File: src/rtl/counter_arb_seq.sv
// Two-requester round-robin controller for a loadable up/down counter run.
// Optional macro COUNTER_ARB_NOWRAP_EN rejects wrapping commands with an err pulse.
module counter_arb_seq #(
  parameter int CNT_WIDTH = 3
) (
  input  logic                 clk,
  input  logic                 reset,
  input  logic                 a_valid,
  output logic                 a_ready,
  input  logic [CNT_WIDTH-1:0] a_start,
  input  logic [CNT_WIDTH-1:0] a_target,
  input  logic                 a_up_down,
  input  logic                 b_valid,
  output logic                 b_ready,
  input  logic [CNT_WIDTH-1:0] b_start,
  input  logic [CNT_WIDTH-1:0] b_target,
  input  logic                 b_up_down,
  output logic [CNT_WIDTH-1:0] count_out,
  output logic                 busy,
  output logic                 done,
  output logic                 done_id,
  output logic                 err,
  output logic                 err_id,
  output logic [1:0]           state_dbg
);

  typedef enum logic [1:0] {
    IDLE = 2'd0,
    RUN  = 2'd1,
    DONE = 2'd2
  } state_e;

  state_e               state_q;
  logic [CNT_WIDTH-1:0] count_q;
  logic [CNT_WIDTH-1:0] target_q;
  logic                 up_q;
  logic                 id_q;
  logic                 last_grant_q;
  logic                 busy_q;
  logic                 done_q;
  logic                 done_id_q;

  logic                 grant_a;
  logic                 grant_b;
  logic                 accept;
  logic [CNT_WIDTH-1:0] sel_start;
  logic [CNT_WIDTH-1:0] sel_target;
  logic                 sel_up;
  logic [CNT_WIDTH-1:0] count_d;

  // Handshake: a command transfers on a rising edge where valid and ready are
  // both high; ready is combinational from valid/state and only rises in IDLE.
  always_comb begin
    grant_a    = a_valid & (~b_valid | last_grant_q);
    grant_b    = b_valid & (~a_valid | ~last_grant_q);
    accept     = (state_q == IDLE) & (grant_a | grant_b);
    sel_start  = grant_b ? b_start   : a_start;
    sel_target = grant_b ? b_target  : a_target;
    sel_up     = grant_b ? b_up_down : a_up_down;
    count_d    = up_q ? count_q + CNT_WIDTH'(1) : count_q - CNT_WIDTH'(1);
  end

  assign a_ready   = (state_q == IDLE) & grant_a;
  assign b_ready   = (state_q == IDLE) & grant_b;
  assign count_out = count_q;
  assign busy      = busy_q;
  assign done      = done_q;
  assign done_id   = done_id_q;
  assign state_dbg = state_q;

`ifdef COUNTER_ARB_NOWRAP_EN
  logic err_q;
  logic err_id_q;
  logic wrap;

  // A wrapping command would pass through the modulo boundary on its way.
  assign wrap   = sel_up ? (sel_target < sel_start) : (sel_target > sel_start);
  assign err    = err_q;
  assign err_id = err_id_q;
`else
  assign err    = 1'b0;
  assign err_id = 1'b0;
`endif

  always_ff @(posedge clk) begin
    if (reset) begin
      state_q      <= IDLE;
      count_q      <= '0;
      target_q     <= '0;
      up_q         <= 1'b0;
      id_q         <= 1'b0;
      last_grant_q <= 1'b1;
      busy_q       <= 1'b0;
      done_q       <= 1'b0;
      done_id_q    <= 1'b0;
`ifdef COUNTER_ARB_NOWRAP_EN
      err_q        <= 1'b0;
      err_id_q     <= 1'b0;
`endif
    end else begin
      done_q <= 1'b0;
`ifdef COUNTER_ARB_NOWRAP_EN
      err_q  <= 1'b0;
`endif
      case (state_q)
        IDLE: begin
          if (accept) begin
            last_grant_q <= grant_b;
`ifdef COUNTER_ARB_NOWRAP_EN
            if (wrap) begin
              err_q    <= 1'b1;
              err_id_q <= grant_b;
            end else
`endif
            begin
              count_q  <= sel_start;
              target_q <= sel_target;
              up_q     <= sel_up;
              id_q     <= grant_b;
              busy_q   <= 1'b1;
              if (sel_start == sel_target) begin
                state_q   <= DONE;
                done_q    <= 1'b1;
                done_id_q <= grant_b;
              end else begin
                state_q <= RUN;
              end
            end
          end
        end
        RUN: begin
          count_q <= count_d;
          if (count_d == target_q) begin
            state_q   <= DONE;
            done_q    <= 1'b1;
            done_id_q <= id_q;
          end
        end
        DONE: begin
          state_q <= IDLE;
          busy_q  <= 1'b0;
        end
        default: begin
          state_q <= IDLE;
          busy_q  <= 1'b0;
        end
      endcase
    end
  end

endmodule

File: config.mk
export PLATFORM = sky130hd
export DESIGN_NAME = counter_arb_seq
export DESIGN_NICKNAME = d
export VERILOG_FILES = /design/src/rtl/counter_arb_seq.sv
export SDC_FILE = /design/constraint.sdc
export NUM_CORES = 1
export LEC_CHECK = 0
export CORE_MARGIN = 2
export CORE_UTILIZATION = 39
export DETAILED_ROUTE_END_ITERATION = 10
export GPL_ROUTABILITY_DRIVEN = 0
export PLACE_DENSITY = 0.74
export SYNTH_ARGS = -nofsm -noshare
export SYNTH_HDL_FRONTEND = slang
export SYNTH_SLANG_ARGS = --single-unit
File: constraint.sdc
create_clock -name clk -period 1.9 [get_ports clk]
set_clock_uncertainty 0.05 [all_clocks]
set_input_delay 0.38 -clock clk [delete_from_list [all_inputs] [get_ports clk]]
set_output_delay 0.38 -clock clk [all_outputs]
set_load 0.02 [all_outputs]
Word-level counts from Yosys, hierarchy flattened --
Cells that the tools add are included.
Cells by class: add/subtract/negate cells 2, equal/unequal tests 6, muxes and demuxes 20, bitwise gates (word level) 12, reductions and logical operators 7
Operator list (count):
- two-way mux 3 bit | 4
- two-way mux 1 bit | 8
- AND reduction 2 bit | 4
- == test 3 bit | 2
- two-way mux 2 bit | 3
- one-hot mux 1 bit (2 select lines) | 3
- one-hot mux 3 bit (2 select lines) | 1
- bitwise AND 1 bit | 5
- != test 2 bit, second input constant | 2
- inverter 1 bit | 4
- one-hot mux 2 bit (2 select lines) | 1
- AND reduction 4 bit | 1
- adder 3 x 1 -> 3 bit, second input constant | 1
- OR 1 bit | 3
- subtractor 3 x 1 -> 3 bit, second input constant | 1
- == test 2 x 1 -> 1 bit, second input constant | 1
- logical NOT 2 bit | 1
- != test 2 x 1 -> 1 bit, second input constant | 1
- nonzero test 2 bit | 1
Word-level totals: flip-flop bits (word level) 14, input port bits 18, output and inout bits 12, word-level logic and storage cells 56

Depth between registers and ports, before layout --
word-level depth 8, mapped depth 7, gate-level depth less buffers 7

Worst setup path after synthesis --
OpenSTA, ideal clock, no wires.
path type register to register, from reg count_q[0], in the netlist count_out[0], to reg done_id_q, in the netlist done_id, library setup time 121 ps, arrival 2010 ps, data required time 1729 ps, slack -281 ps, cell stages (with the launch flop) 8, buffers on the path 0, period minus slack after synthesis 2181 ps, path through dfxtp_1 inv_1 fa_1 xnor3_2 xnor2_1 nor3_2 a22oi_2 mux2_4
On the way: word-level cells in the longest chain between the ends 5, elaborated cells between the ends (all ways) 6, classes of those cells add/sub: 2; eq/ne: 2; mux: 1; reduce/logical: 1
Ends and longest elaborated chain:
- start, declared | RTL line 34 | logic [CNT_WIDTH-1:0] count_q;
- start signal, assigned | RTL line 116 | count_q <= sel_start;
- start signal, assigned | RTL line 132 | count_q <= count_d;
- subtractor 3 x 1 -> 3 bit or adder 3 x 1 -> 3 bit (tied branches) | RTL line 60 | count_d = up_q ? count_q + CNT_WIDTH'(1) : count_q - CNT_WIDTH'(1);
- two-way mux 3 bit * | RTL line 60
- == test 3 bit * | RTL line 133 | if (count_d == target_q) begin
- != test 2 bit (no line) *
- AND reduction 4 bit (no line) *
- end signal, assigned | RTL line 124 | done_id_q <= grant_b;
- end signal, assigned | RTL line 136 | done_id_q <= id_q;
- end, declared | RTL line 41 | logic done_id_q;
Every way passes the cells marked *; elsewhere a longest branch is shown, timed or not. A chain may end at the register's enable or synchronous reset.

Worst setup path after layout --
from reg count_q[1], in the netlist count_out[1], to reg done_id_q, in the netlist done_id
The elaborated chain is that of the path after synthesis.

==> summary.txt <==
DR vias/cell = 5.006
Syn Area/Cell = 9.256 sq um
Diode count = 0
Power per Cell Area = 1003 nW/um^2
Final net count = 152
Max_cap viols = 0
Cell Area, Placed = 1199 sq um
Maximum VDD drop = 0.4734 mV
H-tree Lvls = 1
Ys async rst share = 0%
Maximum operating frequency = 507.8 MHz
Total global-route track usage = 17.90%
Cell variety after synth = 28
Final setup fails = 1
Failing checks = negative setup slack
Die H = 49.70 um
Vias in the first global route = 773
Boundary Pins = 30
Core area = 1962 sq um
Post-Synthesis Cell Area = 814.5 sq um
Critical Path AT = 2.10 ns
Hold_ws = 0.4519 ns
Largest cells by area after synthesis = dfxtp_1 (34%), xnor2_1 (9.7%), mux2i_1 (8.6%)
Final worst slack = -0.06920 ns
P_leak = 0.5257 nW
RSZ-0062 raised after global routing = yes
CTS tree = yes
Sequential share of the synthesized area = 34.41%
Yosys synthesis warning count = 0
Clock network power share = 14.4%
Kind of start point of the critical path = flop
Wire per inst = 13.11 um
CP Class = reg -> reg
CTS max path bufs = 2
Switching Share = 37.30%
Drt first pass iters = 3
Routed vias = 796
Yosys reg bits = 14
Synth top cells by count = nor2_1 (17), dfxtp_1 (14), xnor2_1 (9), mux2i_1 (7), inv_1 (5)
DRC = 0
Crit Path Max Fanout = 2
Final hold violations = 0
Logic pwr share = 54.1%
Min cycle time layout = 1.969 ns
Critical Path RT = 2.03 ns
Final Max Tran Viols = 0
Hold-fix buffers, CTS = 0
Sequential power share = 31.6%
Filler cells = 181
Share of Yosys cell area claimed by the top area cell type = 34.41%
Iteration-0 DRC Markers = 18
Share of layout cells above drive strength 1 = 29.55%
Final Power = 1.277 mW
Post-synth EDFFs = 0
Initial antenna violation count = 0
Largest net degree at the start of global routing = 11
Area delta synth->final = 56.22%
Most used DFF post-synth = dfxtp_1
Drt total wl = 2084 um
Most numerous cell in the Yosys netlist = nor2_1
Clk slew on worst S/H paths = 0.09 ns
Overflow after GRT = 0
Min-Delay Path Class = reg -> reg
Final period utilization = 103.6%
First-pass GRT wire length = 3318 um
Worst skew pair latency = 0.28 ns
Pint = 800.4 uW
Setup crit end kind = flop
Starting Density = 41.52%
Mapped Cells = 88
Outcome = complete, but fails checks
Final HPWL DP = 1516 um
TritonCTS Buffers = 3
Die area = 2470 sq um
Post-route antenna net violation count = 0
I/O Buffers = 27
Design area = 1272 sq um
Clk sinks = 14
Root buffer cell = clkbuf_4
# rows = 16
Die width = 49.70 um
Sw power = 476.2 uW
Cell taking the most area after synthesis = dfxtp_1
-- state kept, by name, indices dropped and copies added, names as in the netlist --
name,count
done,1
done_id,1
target_q,3
count_out,3
state_dbg,2
up_q,1
busy,1
last_grant_q,1
id_q,1
-- power groups by stage --
| stage | clock network [mW] | logic [mW] | registers [mW] |
|---|---|---|---|
| 2_1_floorplan | 0 | 0.380 | 0.457 |
| 3_3_place_gp | 0 | 0.656 | 0.404 |
| 3_5_place_dp | 0 | 0.669 | 0.406 |
| 4_1_cts | 0.181 | 0.676 | 0.401 |
| 5_1_grt | 0.204 | 0.744 | 0.409 |
| 6_report | 0.183 | 0.690 | 0.403 |
-- metrics by stage --
step / setup WS (ns) / utilization [%] / TNS, ns / instances
finish: -0.06920 / 64.86 / -0.06920 / 159
global route: -0.1299 / 64.86 / -0.1591 / 159
CTS: -0.07592 / 62.88 / -0.07592 / 154
detailed placement: -0.3667 / 61.10 / -1.532 / 150
global placement: -0.3125 / 61.10 / -1.190 / 150
floorplan: -0.07005 / - / -0.07005 / 89
-- worst paths after layout --
check / startpoint / end / slack [ns] / cells after the start
worst max-delay path: count_out[1] / done_id / -0.07 / 7
worst min-delay path: id_q / id_q / 0.45 / 2
worst max register to register: count_out[1] / done_id / -0.07 / 7
worst min register to register: id_q / id_q / 0.45 / 2
-- worst max-delay path: stages, from the launching register on --
cell     delay (ns)
dfxtp_4        0.35
inv_2          0.04
fa_2           0.37
xnor3_2        0.26
xnor2_2        0.16
nor3_2         0.19
a22oi_2        0.14
mux2_4         0.30
-- what timing repair did --
| item | 4_1_cts | 5_1_grt |
|---|---|---|
| gates resized for setup | 8 | 5 |
| pin swaps | 1 | 0 |
| setup endpoints to repair | 3 | 6 |
| buffers inserted | 0 | 5 |
-- cell families (layout without fill, tap and decap cells) --
family | count (synthesis) | after routing | share of synthesized area, %
buffers and inverters | 10 | 53 | 6.143
AOI/OAI and AO/OA | 18 | 18 | 18.74
DFF | 14 | 14 | 34.41
and+or+nand+nor | 25 | 25 | 13.36
xor gates and xnor gates | 10 | 10 | 12.60
muxes | 9 | 9 | 11.83
adders and majority gates | 1 | 1 | 2.458
other | 1 | 2 | 0.4604
-- metal layers --
layer	vias up	global-route usage, %	part of all wire [%]
li1	391	-	-
met1	377	18.44	39
met2	26	33.33	54
met3	2	4.242	5.9
met4	0	8.796	0.67
met5	-	0	0
-- cell usage in the layout (no fill, tap or decap), types with 2 or more instances in the layout --
master and n:
buf_4 16, mux2i_1 7, nand2_1 3, dfxtp_1 12
nor2_1 16, dfxtp_4 2, buf_2 2, clkbuf_4 3
a211oi_1 4, inv_2 2, xnor2_1 8, a21oi_1 4
conb_1 2, a221oi_1 3, inv_1 3, clkdlybuf4s50_1 25
-- layout make-up --
type                            instances  area, sq um  area share [%]
Clock buffer                            4        26.28           2.065
Inverter                                5        18.77           1.475
Multi-Input combinational cell         65        514.2           40.41
Sequential cell                        14        287.8           22.62
Tap cell                               27        33.78           2.655
Timing Repair Buffer                   44        391.6           30.78
(Power assumes the default switching activity.)
